### config.mk
export PLATFORM = sky130hd
export DESIGN_NAME = usr_sequencer_flat
export DESIGN_NICKNAME = d
export VERILOG_FILES = /design/src/rtl/usr_sequencer_if.sv /design/src/rtl/usr_sequencer.sv /design/src/flat_wrapper.sv
export SDC_FILE = /design/constraint.sdc
export NUM_CORES = 1
export LEC_CHECK = 0
export CORE_MARGIN = 2
export CORE_UTILIZATION = 60
export CTS_CLUSTER_SIZE = 24
export DETAILED_ROUTE_END_ITERATION = 7
export DONT_BUFFER_PORTS = 1
export PLACE_DENSITY = 0.86
export SYNTH_ARGS = -nofsm -noshare
export SYNTH_HDL_FRONTEND = slang
export SYNTH_SLANG_ARGS = --single-unit
export TNS_END_PERCENT = 5
### constraint.sdc
create_clock -name i_clk -period 4.85 [get_ports i_clk]
set_clock_uncertainty 0.15 [all_clocks]
set_input_delay 0.485 -clock i_clk [delete_from_list [all_inputs] [get_ports i_clk]]
set_output_delay 0.485 -clock i_clk [all_outputs]
set_load 0.005 [all_outputs]
### src/rtl/usr_sequencer_if.sv
// rtl/usr_sequencer_if.sv - command handshake bundle between host control logic and usr_sequencer
interface usr_sequencer_if #(
  parameter int BITS  = 8,
  parameter int CNT_W = 4
);
  logic             cmd_valid;
  logic             cmd_ready;
  logic [1:0]       cmd_op;
  logic [BITS-1:0]  cmd_data;
  logic [CNT_W-1:0] cmd_count;

  modport master (
    output cmd_valid,
    input  cmd_ready,
    output cmd_op,
    output cmd_data,
    output cmd_count
  );

  modport slave (
    input  cmd_valid,
    output cmd_ready,
    input  cmd_op,
    input  cmd_data,
    input  cmd_count
  );
endinterface

### src/rtl/usr_sequencer.sv
// rtl/usr_sequencer.sv - sequences load/shift/rotate commands onto a universal shift register
module usr_sequencer #(
  parameter int BITS  = 8,
  parameter int CNT_W = 4
) (
  input  logic              i_clk,
  input  logic              i_reset,
  usr_sequencer_if.slave    cmd,
  input  logic [BITS-1:0]   i_usr_q,
  output logic [1:0]        o_usr_ctrl,
  output logic [BITS-1:0]   o_usr_data,
  output logic              o_busy,
  output logic              o_done,
  output logic [BITS-1:0]   o_result
);
  localparam logic [1:0] S_IDLE = 2'd0;
  localparam logic [1:0] S_EXEC = 2'd1;
  localparam logic [1:0] S_DONE = 2'd2;

  localparam logic [1:0] OP_LOAD = 2'd0;
  localparam logic [1:0] OP_SHL  = 2'd1;
  localparam logic [1:0] OP_ROL  = 2'd2;

  localparam logic [1:0] MODE_SHL  = 2'd0;
  localparam logic [1:0] MODE_ROL  = 2'd1;
  localparam logic [1:0] MODE_ROR  = 2'd2;
  localparam logic [1:0] MODE_LOAD = 2'd3;

  logic [1:0]       r_state;
  logic [1:0]       r_op;
  logic [BITS-1:0]  r_data;
  logic [CNT_W-1:0] r_count;
  logic [CNT_W-1:0] r_k;

  logic             w_accept;
  logic             w_last;
  logic [BITS-1:0]  w_fill_src;
  logic             w_fill;

  assign cmd.cmd_ready = i_reset && (r_state == S_IDLE);
  assign w_accept      = cmd.cmd_ready && cmd.cmd_valid;
  assign w_last        = (r_op == OP_LOAD) || (r_k == r_count - CNT_W'(1));

  // Shifting past the top of the captured word yields zero fill bits for k >= BITS.
  assign w_fill_src = r_data >> r_k;
  assign w_fill     = w_fill_src[0];

  assign o_busy   = i_reset && (r_state != S_IDLE);
  assign o_done   = i_reset && (r_state == S_DONE);
  assign o_result = i_usr_q;

  // Default drive is a self-reload, standing in for the hold mode the register lacks.
  always_comb begin
    o_usr_ctrl = MODE_LOAD;
    o_usr_data = i_usr_q;
    if (i_reset && (r_state == S_EXEC)) begin
      case (r_op)
        OP_LOAD: o_usr_data = r_data;
        OP_SHL: begin
          o_usr_ctrl = MODE_SHL;
          o_usr_data = {{(BITS-1){1'b0}}, w_fill};
        end
        OP_ROL:  o_usr_ctrl = MODE_ROL;
        default: o_usr_ctrl = MODE_ROR;
      endcase
    end
  end

  always_ff @(posedge i_clk) begin
    if (!i_reset) begin
      r_state <= S_IDLE;
      r_op    <= '0;
      r_data  <= '0;
      r_count <= '0;
      r_k     <= '0;
    end else begin
      case (r_state)
        S_IDLE: begin
          if (w_accept) begin
            r_op    <= cmd.cmd_op;
            r_data  <= cmd.cmd_data;
            r_count <= cmd.cmd_count;
            r_k     <= '0;
            if (cmd.cmd_op == OP_LOAD || cmd.cmd_count != '0)
              r_state <= S_EXEC;
            else
              r_state <= S_DONE;
          end
        end
        S_EXEC: begin
          if (w_last)
            r_state <= S_DONE;
          else
            r_k <= r_k + CNT_W'(1);
        end
        default: r_state <= S_IDLE;
      endcase
    end
  end
endmodule

### src/flat_wrapper.sv
// flat-port wrapper written by rule: the top's interface ports become plain ports
module usr_sequencer_flat 
#(
  parameter int BITS  = 8,
  parameter int CNT_W = 4
)
  (i_clk, i_reset, i_usr_q, o_usr_ctrl, o_usr_data, o_busy, o_done, o_result, cmd_cmd_valid, cmd_cmd_ready, cmd_cmd_op, cmd_cmd_data, cmd_cmd_count);
  usr_sequencer_if #(.BITS(BITS), .CNT_W(CNT_W)) cmd_i ();
  input  logic i_clk;
  input  logic i_reset;
  input  logic [BITS-1:0] i_usr_q;
  output logic [1:0] o_usr_ctrl;
  output logic [BITS-1:0] o_usr_data;
  output logic o_busy;
  output logic o_done;
  output logic [BITS-1:0] o_result;
  input wire logic [$bits(cmd_i.cmd_valid)-1:0] cmd_cmd_valid;
  output wire logic [$bits(cmd_i.cmd_ready)-1:0] cmd_cmd_ready;
  input wire logic [$bits(cmd_i.cmd_op)-1:0] cmd_cmd_op;
  input wire logic [$bits(cmd_i.cmd_data)-1:0] cmd_cmd_data;
  input wire logic [$bits(cmd_i.cmd_count)-1:0] cmd_cmd_count;
  assign cmd_i.cmd_valid = cmd_cmd_valid;
  assign cmd_cmd_ready = cmd_i.cmd_ready;
  assign cmd_i.cmd_op = cmd_cmd_op;
  assign cmd_i.cmd_data = cmd_cmd_data;
  assign cmd_i.cmd_count = cmd_cmd_count;
  usr_sequencer #(.BITS(BITS), .CNT_W(CNT_W)) u_core (.i_clk(i_clk), .i_reset(i_reset), .cmd(cmd_i), .i_usr_q(i_usr_q), .o_usr_ctrl(o_usr_ctrl), .o_usr_data(o_usr_data), .o_busy(o_busy), .o_done(o_done), .o_result(o_result));
endmodule
[Word-level counts from Yosys, hierarchy flattened]
Index checks and enable logic that the tools add are counted.
Word-level totals
  bits in latches: 0
  logic and storage cells: 43
  input bits: 25
  output and inout bits: 21
  bits in read-only memories: 0
  memories: 0
  register bits: 20
  RAM bits: 0
Cells by class
  add/sub/neg operators: 2
  bitwise operators: 0
  eq/ne operators: 8
  reduce and logical (&&, ||, !) cells: 16
  shifts and indexed selects: 1
  divide/modulo/power cells: 0
  multiply operators: 0
  mux-type cells: 11
  $lt $le $gt $ge: 0
Operators by type and width (count)
  $pmux W8 S2: 1
  $mux W2: 4
  $mux W4: 2
  $mux W8: 1
  $pmux W4 S2: 1
  $shr A8 B4 Y1: 1
  $logic_not A2 Y1: 3
  $pmux W2 S3: 1
  $logic_and A1 B1 Y1: 5
  $add A4 B1 Y4 const B: 1
  $eq A2 B1 Y1 const B: 2
  $eq A2 B2 Y1 const B: 2
  $eq A4 B4 Y1: 1
  $ne A2 B1 Y1 const B: 2
  $pmux W2 S2: 1
  $reduce_and A2 Y1: 2
  $reduce_bool A2 Y1: 2
  $reduce_bool A4 Y1: 1
  $sub A4 B1 Y4 const B: 1
  $reduce_and A3 Y1: 1
  $logic_or A1 B1 Y1: 2
  $ne A2 B2 Y1 const B: 1

[Longest topological paths before layout]
Gate-level depths: netlist of run 1.
  depth after elaboration: 5
  mapped depth: 6

[Worst setup path before layout of run 1]
OpenSTA, ideal clock, no wires.
  kind: input to output
  start: input i_reset
  end: output o_usr_data[0]
  slack: 2.793 ns
  data required time: 4.215 ns
  arrival: 1.422 ns
  buffers on the path: 2
  cell stages on the path: 6
  cells stage by stage: buf_2 and3b_2 and2_1 clkbuf_1 a22oi_1 nand2_1
Between the ends
  word-level cells in the longest chain between the ends: 2
RTL lines
  start: declaration: line flat_wrapper.sv:10  | input logic i_reset;
  $logic_and A1 B1 Y1: line usr_sequencer.sv:56  | if (i_reset && (r_state == S_EXEC)) begin
  $mux W8: line usr_sequencer.sv:56
  end: declaration: line flat_wrapper.sv:13  | output logic [BITS-1:0] o_usr_data;
Every way passes these cells.

[Final worst setup path of run 1]
  start: register u_core.r_op[0]
  end: output o_usr_data[0]
Between the ends
  word-level cells in the longest chain between the ends: 3
  elaborated cells on any way between the ends: 4
RTL lines
  start: declaration: line usr_sequencer.sv:30  | logic [1:0] r_op;
  start signal: assignment: line usr_sequencer.sv:80  | r_op <= cmd.cmd_op;
  $eq A2 B1 Y1 or $logic_not A2 Y1 (tied branches): line usr_sequencer.sv:57  | case (r_op)
  $pmux W8 S2 *: line usr_sequencer.sv:57
  $mux W8 *: line usr_sequencer.sv:56
Mark *: on every way between the ends. The rest lies on a longest branch, timed or not.

==> results of run 1 <==
==> worst max-delay path, stage by stage (launching register included) <==
cell and delay (ns):
dfxtp_1 0.35, inv_1 0.07, ha_1 0.25, o21ai_1 0.54, a22oi_1 0.14, nand2_1 0.13
==> through the flow <==
stage	instance area (um2)	hold WS, ns
finish	1220	0.140
global route	1220	0.129
CTS	1220	0.133
floorplan	1260	0.294
global placement	1200	0.308
detailed placement	1200	0.317
==> registers in the layout (all words and copies together) (netlist names) <==
name            flops
u_core.r_count      4
u_core.r_op         2
u_core.r_data       8
u_core.r_state      2
u_core.r_k          4
==> metal layers <==
layer / track usage, % / vias to the layer above
li1: - / 518
met1: 29.2 / 503
met2: 37.3 / 33
met3: 3.64 / 0
met4: 4.17 / 0
met5: 0 / -
==> power groups by stage <==
stage / combinational, uW / sequential [uW] / clock (uW)
after CTS: 67.6 / 189 / 77.7
after floorplan: 67.6 / 187 / 0
after global placement: 65.2 / 192 / 0
after global routing: 75.6 / 191 / 87.1
final: 67.7 / 189 / 75.7
after detailed placement: 67.2 / 193 / 0
==> final cells by class <==
type / count / area share [%]
multi-input combinational: 111 / 60.4
tap: 27 / 2.77
clock buffer: 3 / 1.85
sequential: 20 / 32.8
inverter: 7 / 2.15
==> cell usage in the layout (no fill, tap or decap), types with 2 or more instances in the layout <==
cell type  synthesis  final
nand2_1           34     34
xnor2_1            3      3
a22o_1             7      7
or3_1              3      3
ha_1               5      5
and3_1             2      2
o31ai_1            4      4
dfxtp_1           20     20
mux2i_1            3      3
nor4_1             2      2
inv_1              6      6
clkbuf_4           0      3
nor2_1             6      6
o2111ai_1          2      2
nand3_1           12     12
a2111oi_0          2      2
nor3_1             2      2
==> logic make-up after synthesis <==
group	share of synthesized area, %
XOR/XNOR	4.65
flip-flops	31.7
buffers and inverters	10.0
multiplexers	4.16
adder cells (fa/ha/maj)	4.95
AO/OA/AOI/OAI	15.3
AND/OR/NAND/NOR	29.2
==> worst max path at each step <==
| stage | start | slack, ns | depth (start not counted) | end |
|---|---|---|---|---|
| finish | u_core.r_op[0] | 2.44 | 5 | o_usr_data[0] |
| global route | u_core.r_op[0] | 2.32 | 5 | o_usr_data[0] |
| CTS | u_core.r_op[0] | 2.46 | 5 | o_usr_data[0] |
| detailed placement | u_core.r_op[0] | 2.80 | 5 | o_usr_data[0] |
| global placement | u_core.r_k[0] | 2.84 | 3 | o_usr_data[0] |
| floorplan | i_reset | 2.79 | 6 | o_usr_data[0] |
==> reports/results.md, run 1 <==
| Result | Value |
| --- | --- |
| Max-cap check violation count | 0 |
| Top-count cell post-synth | nand2_1 |
| First-pass GRT wire length | 4330 um |
| Arrival time at the worst endpoint | 1.78 ns |
| Largest area contributor in the netlist | dfxtp_1 |
| Fin crit share | 49.7% |
| Unrepaired setup endpoints after global routing | no |
| CTS HTree Levels | 1 |
| Part of the power in registers | 56.9% |
| Antenna fix cells | 0 |
| First-pass DRT Iterations | 4 |
| Yosys cell types | 45 |
| Critical Path End Type | output pin |
| Cells after synthesis | 155 |
| Startpoint of the worst register-to-register path | u_core.r_op[0] |
| Residual DRC | 0 |
| Final setup viols | 0 |
| Top metal layer carrying routed signals | met3 |
| FP Rows | 16 |
| Crit Reg-Reg Endpoint | u_core.r_k[2] |
| Vias in the first global route | 988 |
| Total power per unit cell area | 273 nW/um2 |
| Class of the tightest hold or removal check | primary input to flop |
| Net switching share of the total power | 29.4% |
| Portion of total power attributed to combinational logic | 20.3% |
| Flip-flop cell with the highest count after synthesis | dfxtp_1 |
| Die H | 49.9 um |
| Antenna violation net count after detailed routing | 0 |
| Met2 wire length | 1330 um |
| Synth-to-layout area growth | -3.47% |
| Type of origin of the critical path | flop |
| Worst R2R Setup Slack | 2.84 ns |
| Die Area | 2490 um2 |
| Result of the run | finished clean |
| Max-slew violation count | 0 |
| Clk network pwr share | 22.8% |
| Hold EP | u_core.r_count[3] |
| Ports | 46 |
| Wirelength, routed | 2640 um |
| Cell count after placement | 165 |
| Metal-1 WL | 1170 um |
| Maximum number of pins on one net before global-route repair | 23 |
| Required time of the critical path | 4.22 ns |
| CTS clk-pin slew, worst paths | 0.11 ns |
| Via total after detailed routing | 1,054 |
| Wire per inst | 15.7 um |
| PortBufs | 0 |
| Leakage component of the power | 0.000497 uW |
| Relative slew margins | 56.8% |
| Final critical delay including setup and external delays | 2.41 ns |
| Register bit total from synthesis | 20 |
| Cell count of the worst reg-to-reg path | 6 |
| Overflow left after global routing | 0 |
| Number of antenna violations at the first check in global routing | 0 |
| Post-CTS Hold Buffers | 0 |
| Fraction of synthesis flops using an asynchronous set or reset pin | 0% |
| Final Worst Setup Slack | 2.44 ns |
| Iter 0 DRT Violations | 14 |
| Horizontal die dimension | 49.9 um |
| Maximum fanout along the worst path | 8 |
| Core box area | 1980 um2 |
| Sequential share of the synthesized area | 31.7% |
| Area used by multi-input combinational logic | 737 um2 |
| Last weighted congestion value of the routability-driven placer | 0.790 |
| Crit Path Category | flop to output pin |
| Synthesized area per cell | 8.15 um2 |
| Number of warnings issued by yosys | 0 |
| Synth area leaders | dfxtp_1, nand2_1, ha_1 |
| Fraction of layout cells with a size suffix above 1 | 7.09% |
| Mean number of vias per cell | 6.27 |
| Cell-internal power | 235 uW |
| Number of enable flip-flop cells after synthesis | 0 |
| Final Hold Viols | 0 |
| Most used standard cells in the synthesized netlist | nand2_1, dfxtp_1, nand3_1 |
| TritonCTS clock tree | yes |
| Power Total | 333 uW |
| Area taken by flip-flops and latches | 400 um2 |
| Transition time of the tightest slew-check pin | 0.643 ns |
| Layout filler cell count | 184 |
| Clk Tree Root Cell | clkbuf_4 |
| Total of cells resized after clock tree synthesis | 0 |
| Final nets | 173 |
| Layout Utilization | 61.6% |
| Start point of the worst min-delay path | cmd_cmd_count[3] |
| Fraction of synthesized cell area taken by the top area cell type | 31.7% |
| Met3 wire length | 142 um |
| Worst IR Drop VDD | 0.207 mV |
| Initial standard-cell utilization of the core | 63.8% |
| Power spent charging and discharging nets | 97.8 uW |
| Total setup buffers inserted after CTS | 0 |
| Cell depth of the worst hold path | 2 |
| Nets in the synthesized netlist | 185 |
| Dpl ws | 2.80 ns |
| Maximum achievable frequency | 0.415 GHz |
| Cell area after technology mapping | 1260 um2 |
| Number of cells in the finished layout apart from fillers | 168 |
| Total negative setup slack | 0 ns |
| Clock Path Buffers | 2 |
| Clock buffer count from CTS | 3 |
| Total global-route track usage | 21.9% |
| Later-pin clock latency in the skew report | 0.29 ns |
| Post-DP HPWL | 1930 um |
| Sinks on Clock Net | 20 |
(Power assumes the default switching activity.)
==> run 2: changes to the inputs <==
==> constraint.sdc (replaced) <==
create_clock -name i_clk -period 2.25 [get_ports i_clk]
set_clock_uncertainty 0.15 [all_clocks]
set_input_delay 0.225 -clock i_clk [delete_from_list [all_inputs] [get_ports i_clk]]
set_output_delay 0.225 -clock i_clk [all_outputs]
set_load 0.005 [all_outputs]
==> reports/results.md, run 2 (synthesized netlist as in run 1, its figures left out) <==
| Result | Value |
| --- | --- |
| Maximum number of pins on one net before global-route repair | 19 |
| Class of the tightest hold or removal check | primary input to flop |
| Result of the run | finished clean |
| Number of cells in the finished layout apart from fillers | 198 |
| Crit-path leading delay family | simple AND/OR/NAND/NOR gates |
| Cell count after placement | 169 |
| Commonest non-fill, non-tap cells in the layout | nand2_1, dlygate4sd3_1, dfxtp_1 |
| Met3 Use GR | 6.67% |
| Clock Path Buffers | 2 |
| CP bufs+invs | 0 |
| Final critical delay including setup and external delays | 2.11 ns |
| Antenna fix cells | 0 |
| Largest registers ranked by flip-flop count | u_core.r_data: 8 flops, u_core.r_count: 4 flops, u_core.r_k: 4 flops |
| Start point of the worst min-delay path | i_reset |
| CTS clk-pin slew, worst paths | 0.13 ns |
| CTS HTree Levels | 1 |
| Worst IR Drop VDD | 0.439 mV |
| FP Rows | 16 |
| Crit path cell chain | and3b_2 > and2_1 > a22oi_1 > nand2_1 |
| Overflow left after global routing | 0 |
| Max-cap check violation count | 0 |
| Unrepaired setup endpoints after global routing | no |
| Arrival time at the worst endpoint | 1.74 ns |
| CP peak stage delay | 0.48 ns |
| Commonest non-fill, non-tap cell in the layout | nand2_1 |
| Slowest-stage cell, CP | dfxtp_1 |
| Last weighted congestion value of the routability-driven placer | 0.885 |
| Vias in the first global route | 1,316 |
| Type of origin of the critical path | flop |
| GR met1 Demand/Resource | 38.4% |
| Number of antenna violations at the first check in global routing | 0 |
| First-pass DRT Iterations | 6 |
| Total power per unit cell area | 551 nW/um2 |
| Mean number of vias per cell | 6.58 |
| Fin crit share | 93.8% |
| Required time of the critical path | 1.88 ns |
| Launch point of the worst path | u_core.r_state[1] |
| Residual DRC | 0 |
| Final setup viols | 0 |
| Total negative setup slack | 0 ns |
| Final Hold Viols | 0 |
| Fraction of layout cells with a size suffix above 1 | 8.77% |
| Relative slew margins | 59.2% |
| Die Area | 2490 um2 |
| Startpoint of the worst register-to-register path | u_core.r_op[0] |
| Iter 0 DRT Violations | 90 |
| GR Layer Usage met2 | 51.8% |
| Initial standard-cell utilization of the core | 63.8% |
| Final nets | 202 |
| Crit Path Category | flop to output pin |
| Layout Utilization | 76.4% |
| Clock buffer count from CTS | 3 |
| Later-pin clock latency in the skew report | 0.30 ns |
| Horizontal die dimension | 49.9 um |
| Layer carrying the most global-route usage | met2 |
| Via total after detailed routing | 1,302 |
| PortBufs | 0 |
| Ports | 46 |
| Transition time of the tightest slew-check pin | 0.608 ns |
| Critical Path End Type | output pin |
| Maximum fanout along the worst path | 9 |
| Total global-route track usage | 31.7% |
| Wirelength, routed | 3590 um |
| Maximum achievable frequency | 0.474 GHz |
| Max-slew violation count | 0 |
| Clk Tree Root Cell | clkbuf_4 |
| Wire per inst | 18.1 um |
| Leakage component of the power | 0.000648 uW |
| TritonCTS clock tree | yes |
| Sinks on Clock Net | 20 |
| Max reg flops | 8 |
| Antenna violation net count after detailed routing | 0 |
| Final Worst Setup Slack | 0.140 ns |
| Top reg by flops | u_core.r_data |
| Synth-to-layout area growth | 19.8% |
| Core box area | 1980 um2 |
| Dpl ws | 0.257 ns |
| Power Total | 834 uW |
| Post-DP HPWL | 2170 um |
| First-pass GRT wire length | 5980 um |
| Die H | 49.9 um |
==> run 2: worst register-to-register path: stages (launching register included) <==
cell,delay [ns]
dfxtp_1,0.35
inv_1,0.09
ha_1,0.27
or3b_4,0.41
or4_1,0.42
o22ai_1,0.17
or3_1,0.13
==> run 2: power breakdown <==
| group | internal, uW | switching (uW) | leakage (uW) | total (uW) |
|---|---|---|---|---|
| clock network | 98.6 | 117 | 0.0000210 | 216 |
| registers | 381 | 28.5 | 0.000164 | 409 |
| logic | 105 | 104 | 0.000463 | 209 |
==> run 2: repair_timing <==
action                                 in CTS  in global routing
gates resized for setup                     0                  0
buffers inserted                            0                  0
hold buffers                               25                  0
endpoints found under the hold margin      15                  0
==> run 2: path summary, 6_finish.rpt <==
check	to	slack [ns]	cells past startpoint
min reg2reg	u_core.r_count[0]	0.43	2
max	o_usr_data[0]	0.14	4
min	u_core.r_state[1]	0.06	2
max reg2reg	u_core.r_k[0]	0.21	6
==> run 2: final cells by class <==
cell class / instances / area [um2]
multi-input combinational: 111 / 737
fill: 119 / 468
sequential: 20 / 400
timing repair buffer: 29 / 280
clock buffer: 4 / 36.3
tap: 27 / 33.8
inverter: 7 / 26.3
==> run 2: metal layers <==
layer  vias to the layer above  part of all wire (%)  wire [um]
met5                         -                     0          0
met4                         0                   4.5        162
met3                        24                    10        360
met2                       110                    49       1770
met1                       591                    36       1300
li1                        577                     -          -
==> run 2: stage by stage <==
step,hold WS [ns],area (um2)
after floorplan,0.174,1260
after global placement,0.178,1230
after detailed placement,0.180,1230
after CTS,0.0414,1510
after global routing,0.0593,1510
final,0.0581,1510
==> RTL change 1 (settings of run 2) <==
Make the reset (`i_reset`) asynchronous in one clocked block.
--- a/src/rtl/usr_sequencer.sv
+++ b/src/rtl/usr_sequencer.sv
@@ -67,5 +67,5 @@
   end
 
-  always_ff @(posedge i_clk) begin
+  always_ff @(posedge i_clk or negedge i_reset) begin
     if (!i_reset) begin
       r_state <= S_IDLE;
Check against the original RTL: no difference found for any inputs over 10 cycles, from zero or initial values and one cycle with i_reset low; that may be too few to reach the edited logic, so the function may still have changed.
==> RTL change 1 against run 2 <==
Fmax down 1.7%. Wire length down 16%. Sequential cell count unchanged. Final cell count down 15%. Largest cell class unchanged. Cell area down 7.9%. Worst setup slack worse by 0.035 ns. Highest routed layer unchanged. Sequential share of layout area up 9.5 points. Area after synthesis down 3.3%.
Power is not compared: it rests on default switching activity, and its combinational part moved more than twofold at a synthesized area within 25%.
==> RTL change 1: results (changes against run 2) <==
metric,value,unit,change
status,"finished, final reports clean",,
async_flop_share,100.0,%,+100 points
clk_pin_slew,0.11,ns,-0.02 ns
cts-htree-levels,1,,unchanged
finalWeightedCongestion,0.7353,,-17%
cts_buffers,3,,unchanged
pre_cts_ws,0.1847,ns,-0.07254 ns
reg2reg_from,u_core.r_count[0],,
dp_hpwl,1896,um,-13%
drtIter0Drc,48,,-47%
nets,174,,-14%
critical_path.endpoint,o_usr_data[0],,
final_layout_size_suffix_gt1_share,9.859,%,+1.1 points
slowest_delay,0.51,ns,+0.03 ns
n_fill_cell,134,,+13%
ys_types,30,,-33%
path_delay_family,multiplexers,,
slew_headroom,39.46,%,-20 points
cp_max_fo,7,,-2
grt_pass1_wl,4836,um,-19%
worstPathArrival,1.77,ns,+0.03 ns
fin_ws,0.1042,ns,-0.03543 ns
first_global_vias,1053,,-20%
grt_antenna_before_repair,0,,unchanged
via_count,1024,,-21%
insertion_delay,0.30,ns,about the same
cp_slowest_cell,mux4_2,,
n_antenna_cell,0,,unchanged
yosysWarnings,0,,unchanged
synthFlopType,dfrtp_1,,
root_buffer,clkbuf_4,,
grt_max_degree,21,,+2
clockBufferDepth,2,,unchanged
reg2reg_depth,7,,+1
worstReg2RegEnd,u_core.r_k[0],,
max-vdd-ir-drop,0.8532,mV,
leakage,0.6788,nW,
grt_usage,26.44,%,-5.2 points
r2r_slack,0.12,ns,-0.09 ns
crit_start,u_core.r_k[0],,
synth_area_leaders,"dfrtp_1, nand2_1, ha_1",,
ys_seq_area_share,40.94,%,+9.3 points
cts_setup_buffers,0,,unchanged
io_buffers,0,,unchanged
dr.pass1.iters,4,,-2
hold_path_class,input pin to flop,,
yosys-top-cells-count,"nand2_1, dfrtp_1, buf_4",,
wirelength,3004,um,-16%
top_regs,"u_core.r_data x8, u_core.r_count x4, u_core.r_k x4",,
==> RTL change 1: cells by family after synthesis <==
| group | after synthesis | synth area share [%] |
|---|---|---|
| AOI/OAI and AO/OA | 18 | 11.16 |
| adders and majority gates | 6 | 6.141 |
| xor gates and xnor gates | 5 | 3.583 |
| DFF | 20 | 40.94 |
| buffers and inverters | 18 | 8.291 |
| and+or+nand+nor | 60 | 22.11 |
| muxes | 7 | 7.779 |
==> RTL change 1: per-stage QoR <==
stage / power, mW / utilization (%) / instance area, um^2 / instances / hold slack [ns]
floorplan: 1.244 / - / 1222 / 134 / -0.2206
global placement: 1.341 / 61.21 / 1189 / 150 / -0.2200
detailed placement: 1.399 / 61.21 / 1189 / 150 / -0.2199
CTS: 1.627 / 70.81 / 1375 / 169 / 0.03221
global route: 1.830 / 71.78 / 1394 / 169 / 0.08303
finish: 1.707 / 71.78 / 1394 / 169 / 0.03625
==> RTL change 1: tightest hold or removal path: stages <==
cell,delay (ns)
o21ai_0,0.10
nand2_1,0.09
nand2_1,0.05
==> RTL change 1: layout make-up <==
class / instances / area share [%]
multi-input cells: 96 / 45.78
repair buffers: 17 / 11.85
flip-flops and latches: 20 / 36.00
inverters: 5 / 1.346
well taps: 27 / 2.424
clock buffers: 4 / 2.603
==> RTL change 1: where the power goes <==
group          switching (mW)  internal (mW)  total, mW
combinational           0.416          0.365      0.781
clock                   0.109         0.0987      0.208
sequential              0.191          0.526      0.717
total                   0.717          0.990       1.71
==> RTL change 1: metal layers <==
| layer | global-route usage, % | vias up | routed length [um] |
|---|---|---|---|
| met5 | 0 | - | 0 |
| met3 | 5.215 | 8 | 156 |
| met4 | 11.43 | 0 | 78 |
| met2 | 47.30 | 50 | 1605 |
| met1 | 30.35 | 503 | 1163 |
| li1 | - | 463 | - |
==> RTL change 1: worst min path at each step <==
| stage | slack, ns | depth (start not counted) | endpoint | from |
|---|---|---|---|---|
| 5_1_grt | 0.08 | 4 | u_core.r_state[1] | cmd_cmd_valid |
| 3_5_place_dp | -0.22 | 0 | u_core.r_state[1] | i_reset |
| 6_report | 0.04 | 3 | u_core.r_state[0] | cmd_cmd_op[0] |
| 2_1_floorplan | -0.22 | 0 | u_core.r_count[0] | i_reset |
| 4_1_cts | 0.03 | 3 | u_core.r_state[0] | cmd_cmd_op[0] |
| 3_3_place_gp | -0.22 | 0 | u_core.r_state[1] | i_reset |
==> RTL change 1: timing repair <==
action	in CTS	in global routing
gates resized for setup	0	4
setup endpoints to repair	0	9
endpoints found under the hold margin	34	0
hold buffers	15	0
==> RTL change 2 (settings of run 2) <==
Without the edit above. `BITS` is set to 8 in 3 places; all go to 12.
--- a/src/rtl/usr_sequencer_if.sv
+++ b/src/rtl/usr_sequencer_if.sv
@@ -1,5 +1,5 @@
 // rtl/usr_sequencer_if.sv - command handshake bundle between host control logic and usr_sequencer
 interface usr_sequencer_if #(
-  parameter int BITS  = 8,
+  parameter int BITS  = 12,
   parameter int CNT_W = 4
 );
--- a/src/rtl/usr_sequencer.sv
+++ b/src/rtl/usr_sequencer.sv
@@ -1,5 +1,5 @@
 // rtl/usr_sequencer.sv - sequences load/shift/rotate commands onto a universal shift register
 module usr_sequencer #(
-  parameter int BITS  = 8,
+  parameter int BITS  = 12,
   parameter int CNT_W = 4
 ) (
--- a/src/flat_wrapper.sv
+++ b/src/flat_wrapper.sv
@@ -2,5 +2,5 @@
 module usr_sequencer_flat 
 #(
-  parameter int BITS  = 8,
+  parameter int BITS  = 12,
   parameter int CNT_W = 4
 )
Ports: changed (resized cmd_cmd_data, i_usr_q, o_result and o_usr_data); port bits go from 46 to 62. The function was not compared with the original's and may differ.
==> RTL change 2 against run 2 <==
Final cell count is 7.6% higher. Sequential share of layout area rose by 1.8 points. Via count is essentially flat. Worst setup slack worse by 0.037 ns. Critical path depth unchanged. Synthesized cell count rose by 12%. Wire length is 6.8% higher. Area after synthesis increased by 16%. Cell area is 13% higher. Sequential cell count is 4 higher. Total power is 17% higher. Critical endpoint unchanged.
==> RTL change 2: results (changes against run 2) <==
metric,value,unit,change
postPlaceCellArea,1373,um^2,+12%
status,"finished, final reports clean",,
grt_usage,29.55,%,-2.1 points
via_count,1303,,+0.077%
synth_compound_area_share,19.52,%,+4.2 points
nets,224,,+11%
worstReg2RegEnd,u_core.r_count[2],,
dp_hpwl,2379,um,+9.8%
drtIter0Drc,37,,-59%
top_regs,"u_core.r_data x12, u_core.r_count x4, u_core.r_k x4",,
fmax,465.7,MHz,-1.7%
cp_max_fo,8,,-1
holdPathEnd,u_core.r_state[1],,
synthMuxAreaShare,8.048,%,+3.9 points
reg2reg_from,u_core.r_state[1],,
path_delay_family,multiplexers,,
insertion_delay,0.32,ns,+0.02 ns
first_global_vias,1259,,-4.3%
synth_xor_xnor_area_share,4.024,%,-0.63 points
tightest_slew,0.5042,ns,-0.1040 ns
final_layout_size_suffix_gt1_share,8.108,%,-0.66 points
slowest_delay,0.51,ns,+0.03 ns
r2r_slack,0.14,ns,-0.07 ns
crit_start,u_core.r_k[0],,
cp_slowest_cell,mux4_2,,
place_inst,181,,+7.1%
finalWeightedCongestion,0.8968,,+1.4%
whs,0.04326,ns,-0.01479 ns
synthAdderAreaFrac,4.281,%,-0.67 points
dr.pass1.iters,4,,-2
ys_seq_area_share,32.88,%,+1.2 points
yosys-top-cells-count,"nand2_1, dfxtp_1, o21ai_0",,
ys_types,32,,-29%
leakage,0.6692,nW,+3.3%
grt_pass1_wl,5961,um,-0.35%
reg2reg_depth,4,,-2
synth_area_leaders,"dfxtp_1, nand2_1, o21ai_0",,
hold_depth,3,,+1
RTL change 2: changes by cell type in the layout (fill, tap and decap cells not counted), moves of 4 or more:
cell / change
a22o_1: +4
o21ai_0: +20
nand2_1: +10
nor2b_1: +4
o31ai_1: -4
nand3_1: -12
nor2_1: -6
RTL change 2: worst max-delay path by stage:
stage                           endpoint  cells past startpoint
after floorplan            o_usr_data[0]                      5
after global placement     o_usr_data[0]                      4
after detailed placement   u_core.r_k[1]                      6
after CTS                  o_usr_data[0]                      4
after global routing      o_usr_data[11]                      5
final                      o_usr_data[0]                      4
RTL change 2: timing repair:
action,in CTS,in global routing
hold buffers,28,0
resized for setup,1,3
endpoints found under the hold margin,20,0
setup endpoints to repair,1,17
RTL change 2: logic make-up (layout without fill, tap and decap cells):
kind of cell               Yosys count  in the layout
buffers and inverters               28             39
adders and majority gates            5              5
muxes                                8              8
AOI/OAI and AO/OA                   41             41
and+or+nand+nor                     63             63
xor gates and xnor gates             5              5
DFF                                 24             24
RTL change 2: area by class of cell:
| type | count | area (um^2) |
|---|---|---|
| tap | 28 | 35.03 |
| timing repair buffer | 30 | 295.3 |
| clock buffer | 3 | 22.52 |
| inverter | 5 | 18.77 |
| clock inverter | 1 | 30.03 |
| multi-input combinational | 122 | 828.3 |
| sequential | 24 | 484.2 |
| fill | 153 | 540.5 |
RTL change 2: layer usage:
layer  global-route usage, %  up-vias  share of wire [%]
li1                        -      610                  -
met1                   33.51      618                 37
met2                   54.12       68                 53
met3                   7.062        7                8.9
met4                   8.120        0               0.97
met5                       0        -                  0
RTL change 2: power by group:
group	internal, mW	switching, mW
sequential	0.452	0.0269
clock	0.180	0.132
combinational	0.0999	0.0890
total	0.732	0.248
